`config.mk`:
```
export PLATFORM = sky130hd
export DESIGN_NAME = cnt_ns_fsm
export DESIGN_NICKNAME = d
export VERILOG_FILES = /design/src/rtl/cnt_ns_fsm.sv
export SDC_FILE = /design/constraint.sdc
export NUM_CORES = 1
export LEC_CHECK = 0
export BUFFER_PORTS_ARGS = -buffer_cell sky130_fd_sc_hd__clkbuf_2
export CAP_MARGIN = 5
export CORE_AREA = 2 2 39 41
export CTS_CLUSTER_SIZE = 20
export DETAILED_ROUTE_END_ITERATION = 10
export DIE_AREA = 0 0 41 43
export PLACE_DENSITY = 0.4
export REMOVE_ABC_BUFFERS = 1
export SETUP_SLACK_MARGIN = 0.15
export SLEW_MARGIN = 20
export SYNTH_ARGS = -nofsm -noshare
export SYNTH_HDL_FRONTEND = slang
export SYNTH_SLANG_ARGS = --single-unit
```
`constraint.sdc`:
```
create_clock -name clk -period 1.04 [get_ports clk]
set_input_delay 0.156 -clock clk [delete_from_list [all_inputs] [get_ports clk]]
set_output_delay 0.156 -clock clk [all_outputs]
set_load 0.05 [all_outputs]
```
`src/rtl/cnt_ns_fsm.sv`:
```
// Next-state logic and state register for the 8-bit up/down loadable counter.
// Optional build macro CNT_SAT_EN: saturate at FF/00 instead of wrapping, with no pulses.
module cnt_ns_fsm (
  input  logic       clk,
  input  logic       reset_n,
  input  logic       load,
  input  logic       inc,
  input  logic       dec,
  input  logic [7:0] count_in,
  output logic [2:0] state,
  output logic       carry_out,
  output logic       borrow_out
);

  typedef enum logic [2:0] {
    IDLE_STATE = 3'b000,
    LOAD_STATE = 3'b001,
    INC_STATE  = 3'b010,
    INC2_STATE = 3'b011,
    DEC_STATE  = 3'b100,
    DEC2_STATE = 3'b101
  } state_e;

  state_e state_q, state_d;
  logic   carry_q, carry_d;
  logic   borrow_q, borrow_d;

  logic   inc_req, dec_req;
  logic   cnt_max, cnt_min;
  state_e inc_tgt, dec_tgt;

  assign inc_req = inc & ~dec;
  assign dec_req = dec & ~inc;
  assign cnt_max = (count_in == '1);
  assign cnt_min = (count_in == '0);

  // Alternate between the two phases so every counting cycle changes state.
  assign inc_tgt = (state_q == INC_STATE) ? INC2_STATE : INC_STATE;
  assign dec_tgt = (state_q == DEC_STATE) ? DEC2_STATE : DEC_STATE;

  always_comb begin
    state_d  = state_q;
    carry_d  = 1'b0;
    borrow_d = 1'b0;
    case (state_q)
      IDLE_STATE, LOAD_STATE, INC_STATE, INC2_STATE, DEC_STATE, DEC2_STATE: begin
        if (load) begin
          state_d = LOAD_STATE;
        end else if (inc_req) begin
`ifdef CNT_SAT_EN
          if (!cnt_max) state_d = inc_tgt;
`else
          state_d = inc_tgt;
          carry_d = cnt_max;
`endif
        end else if (dec_req) begin
`ifdef CNT_SAT_EN
          if (!cnt_min) state_d = dec_tgt;
`else
          state_d  = dec_tgt;
          borrow_d = cnt_min;
`endif
        end
      end
      // Unused encodings recover to idle regardless of commands.
      default: state_d = IDLE_STATE;
    endcase
  end

  always_ff @(posedge clk or negedge reset_n) begin
    if (!reset_n) begin
      state_q  <= IDLE_STATE;
      carry_q  <= 1'b0;
      borrow_q <= 1'b0;
    end else begin
      state_q  <= state_d;
      carry_q  <= carry_d;
      borrow_q <= borrow_d;
    end
  end

  assign state      = state_q;
  assign carry_out  = carry_q;
  assign borrow_out = borrow_q;

endmodule

```
Yosys cells after proc, flatten, opt, wreduce, memory -nomap -nowiden:

Cells that the tools add are included.

* eq/ne operators: 7
* muxes and demuxes: 13
* bitwise logic cells: 4
* reduce and logical (&&, ||, !) cells: 3

Operators with widths (number)
* $mux 3: 4
* $mux 1: 9
* $eq 8x8->1 const B: 1
* $logic_not 8->1: 1
* $eq 3x2->1 const B: 2
* $eq 3x3->1 const B: 2
* $reduce_or 6->1: 1
* $ne 4x4->1 const B: 1
* $eq 3x1->1 const B: 1
* $logic_not 3->1: 1
* $and 1x1->1: 2
* $not 1->1: 2

* register bits: 5
* input port bits: 13
* logic and storage cells: 30

Logic depth before layout (Yosys ltp):

* word-level depth: 6
* depth in mapped cells: 3
* depth with buffers taken out: 3

Least setup slack after synthesis:

OpenSTA, ideal clock, no wires.

* kind: flip-flop to flip-flop
* start: register state_q[2] (netlist: state[2])
* end: register state_q[0] (netlist: state[0])
* setup time: 0.089 ns
* data arrival time: 1.111 ns
* data required time: 0.951 ns
* slack: -0.160 ns
* cell stages (with the launch flop): 4
* path buffers: 0
* period minus slack after synthesis: 1.200 ns
* cells stage by stage: dfrtp_1 > nand4bb_1 > a21o_1 > a22oi_1

* longest elaborated chain between the ends: 6
* elaborated cells between the ends (all ways): 14

Ends and longest elaborated chain
* start, declared: line 24 `state_e state_q, state_d;`
* start signal, assigned: line 76 `state_q <= state_d;`
* $eq 3x3->1: line 39, 45
* $mux 1: line 39 `assign dec_tgt = (state_q == DEC_STATE) ? DEC2_STATE : DEC_STATE;`
* $mux 3: line 56 `end else if (dec_req) begin`
* $mux 3: line 49 `end else if (inc_req) begin`
* $mux 3: line 47 `if (load) begin`
* $mux 3: line 45 `case (state_q)`

Parallel ways exist; a longest one is shown, timed or not. The select of a mux whose other input is x is not followed.
A chain may end at the register's enable or synchronous reset.

Final worst setup path:

* start: register state_q[2] (netlist: state[2])
* end: output port state[2]

RTL lines
* end, declared: line 10 `output logic [2:0] state,`

No word-level cell between the ends.

==> flow_summary.toml <==
[sta]
rsz0062_at_grt = "yes"
clock.fmax_mhz = 922
setup_viol = 3
tightest_slew_ns = 0.186
max_slew_margin_pct = 87.5
slew_violations = 0
finalWorstSetupSlack_ns = -0.0450
fin_worst_skew_ns = 0.00358
finalCritPeriodShare_pct = 104
hold_violations = 0
period_needed_ns = 1.08

[logic_synthesis]
synth_seq_cells = 5
netlist.area_leader.share_pct = 49.5
synth_area_um2 = 253
ys_top_cells_by_area = "dfrtp_1 (50%), a21o_1 (5.9%), nand2b_1 (5.0%), nand4_1 (5.0%), nor4_2 (5.0%)"
seq_area_frac_synth_pct = 49.5
syn_area_per_cell_um2 = 11.0
yosysTopAreaCell = "dfrtp_1"
synth.distinct_cells = 14
ys_warn_count = 0
synthCells = 23

[die]
die_y_um = 43
row_count = 14
core_area_um2 = 1380
initial_utilization_pct = 18.3
fp.dieW_um = 41
ios = 18
die_area_um2 = 1760

[routing]
vias = 286
drc_errors = 0
routedWlPerCell_um = 10.0
postRouteAntennaNets = 0
drtIter0Drc = 2
wirelength_um = 660
via_per_inst = 4.33
drtPass1Iterations = 4

[critical_path]
crit_buf_inv = 2
cp-start-kind = "register"
worstPathArrival_ns = 0.93
path_class = "reg2out"
endpoint_kind = "primary output"
max_stage_delay_ns = 0.40
crit_slowest_cell = "dfrtp_1"
critPathMaxFanout = 3
crit_chain = "buf_6 > clkbuf_16"
worstPathRequired_ns = 0.88
critical_path.top_delay_family = "flip-flops"

[cells_and_area]
diodes = 0
fin_area_um2 = 524
drive_gt1_share_pct = 58.0
post-route-util_pct = 37.9
fin_nets = 64
synthToLayoutAreaGrowth_pct = 107

[clocking]
numCtsBuffers = 3
cts.path.max_buffers = 2
clkTransAtPathRegs_ns = 0.04
tritoncts = "yes"
clock-root-buffer = "clkbuf_4"
clk_latency_ns = 0.24
h-tree-depth = 1
cts_sinks = 5

[global_routing]
grt_pass1_wl_um = 1110
grt_pass1_vias = 308
grt_max_degree = 6
overflow = 0
antenna_found_initial = 0
globalRouteTotalUtil_pct = 10.2

[worst_hold_path]
hold_path.class = "in2reg"

[run_status]
status = "complete, but fails checks"
violations = "negative setup slack"

[placement]
gp_congestion = 0.682
postPlaceCellArea_um2 = 373
place_hpwl_um = 572
numPortBuffers = 17
place_ws_ns = -0.0777

[job]
cap_violations = 0

[power_and_ir_drop]
p_leak_nw = 0.237
powerDensity_nw_per_um2 = 1140
ir_drop_uv = 476
-- power by group --
group	internal [mW]	leakage [nW]	switching [mW]
Combinational	0.0866	0.156	0.0774
Clock	0.145	0.0150	0.0745
Sequential	0.204	0.0652	0.00773
Total	0.436	0.237	0.160
-- metrics by stage --
step           total power [mW]  setup TNS, ns  std cells  hold slack (ns)
3_3_place_gp              0.324        -0.0515         58          -0.0213
3_5_place_dp              0.326        -0.0777         58          -0.0200
6_report                  0.595        -0.0833         66            0.166
2_1_floorplan             0.272         -0.519         23           -0.140
4_1_cts                   0.593         -0.142         65            0.152
5_1_grt                   0.635         -0.256         66            0.181
-- synthesized netlist by cell type --
cell and number:
nand4_1 2, nand2_1 2, a21oi_1 2, nand2b_1 2, nor4_2 1, or4_1 1
a21o_1 2, nand3b_1 1, nor4_1 1, a22oi_1 1, a31oi_1 1, dfrtp_1 5
or4_4 1, nand4bb_1 1
-- path summary, 6_finish.rpt --
kind	start	endpoint	slack [ns]	depth (start not counted)
setup / recovery	state[2]	state[2]	-0.04	2
hold / removal	count_in[1]	carry_out	0.17	3
setup reg to reg	state[2]	state[0]	-0.01	4
hold reg to reg	state[2]	state[0]	0.61	2
max in group asynchronous	reset_n	state[1]	0.63	2
min in group asynchronous	reset_n	state[0]	0.27	2
-- kinds of logic after synthesis --
| logic type | after synthesis | synth area share (%) |
|---|---|---|
| AOI/OAI and AO/OA | 6 | 15.3 |
| DFF | 5 | 49.5 |
| and+or+nand+nor | 12 | 35.2 |
-- flip-flops by register name, summed over array words and instances, names as in the netlist --
register and cells:
carry_out 1, state 3, borrow_out 1
-- layout by cell type (no fill, tap or decap), drive strengths merged, types with 2 or more instances in the layout --
cell / Yosys / routed
nand2: 2 / 2
buf: 0 / 8
nand4: 2 / 2
or4: 2 / 2
a21oi: 2 / 2
a21o: 2 / 2
nor4: 2 / 2
nand2b: 2 / 2
clkbuf: 0 / 18
dfrtp: 5 / 5
-- layer usage --
metal | vias to the layer above | track usage (%) | routed length (µm) | share of wire (%)
li1 | 148 | - | - | -
met1 | 126 | 9.48 | 239 | 36
met2 | 12 | 15.9 | 374 | 57
met3 | 0 | 3.14 | 46 | 7.0
met4 | 0 | 10.0 | 0 | 0
met5 | - | 0 | 0 | 0
-- layout make-up --
class	instances	area (µm²)
sequential	5	125
clock buffer	4	26.3
multi-input combinational	18	139
fill	147	860
tap	16	20.0
timing repair buffer	23	214
-- worst register-to-register path, stage by stage, from the launching register on --
cell and delay [ns]:
dfrtp_1 0.40, buf_6 0.14, nand4bb_1 0.16, a21o_1 0.17, a22oi_2 0.11
-- repair_timing --
action / 4_1_cts / 5_1_grt
buffers inserted: 2 / 1
hold endpoints to repair: 5 / 0
hold buffers: 1 / 0
pin swaps: 3 / 0
endpoints found under the setup margin: 8 / 8
gates resized for setup: 13 / 7
(Power assumes the default switching activity.)
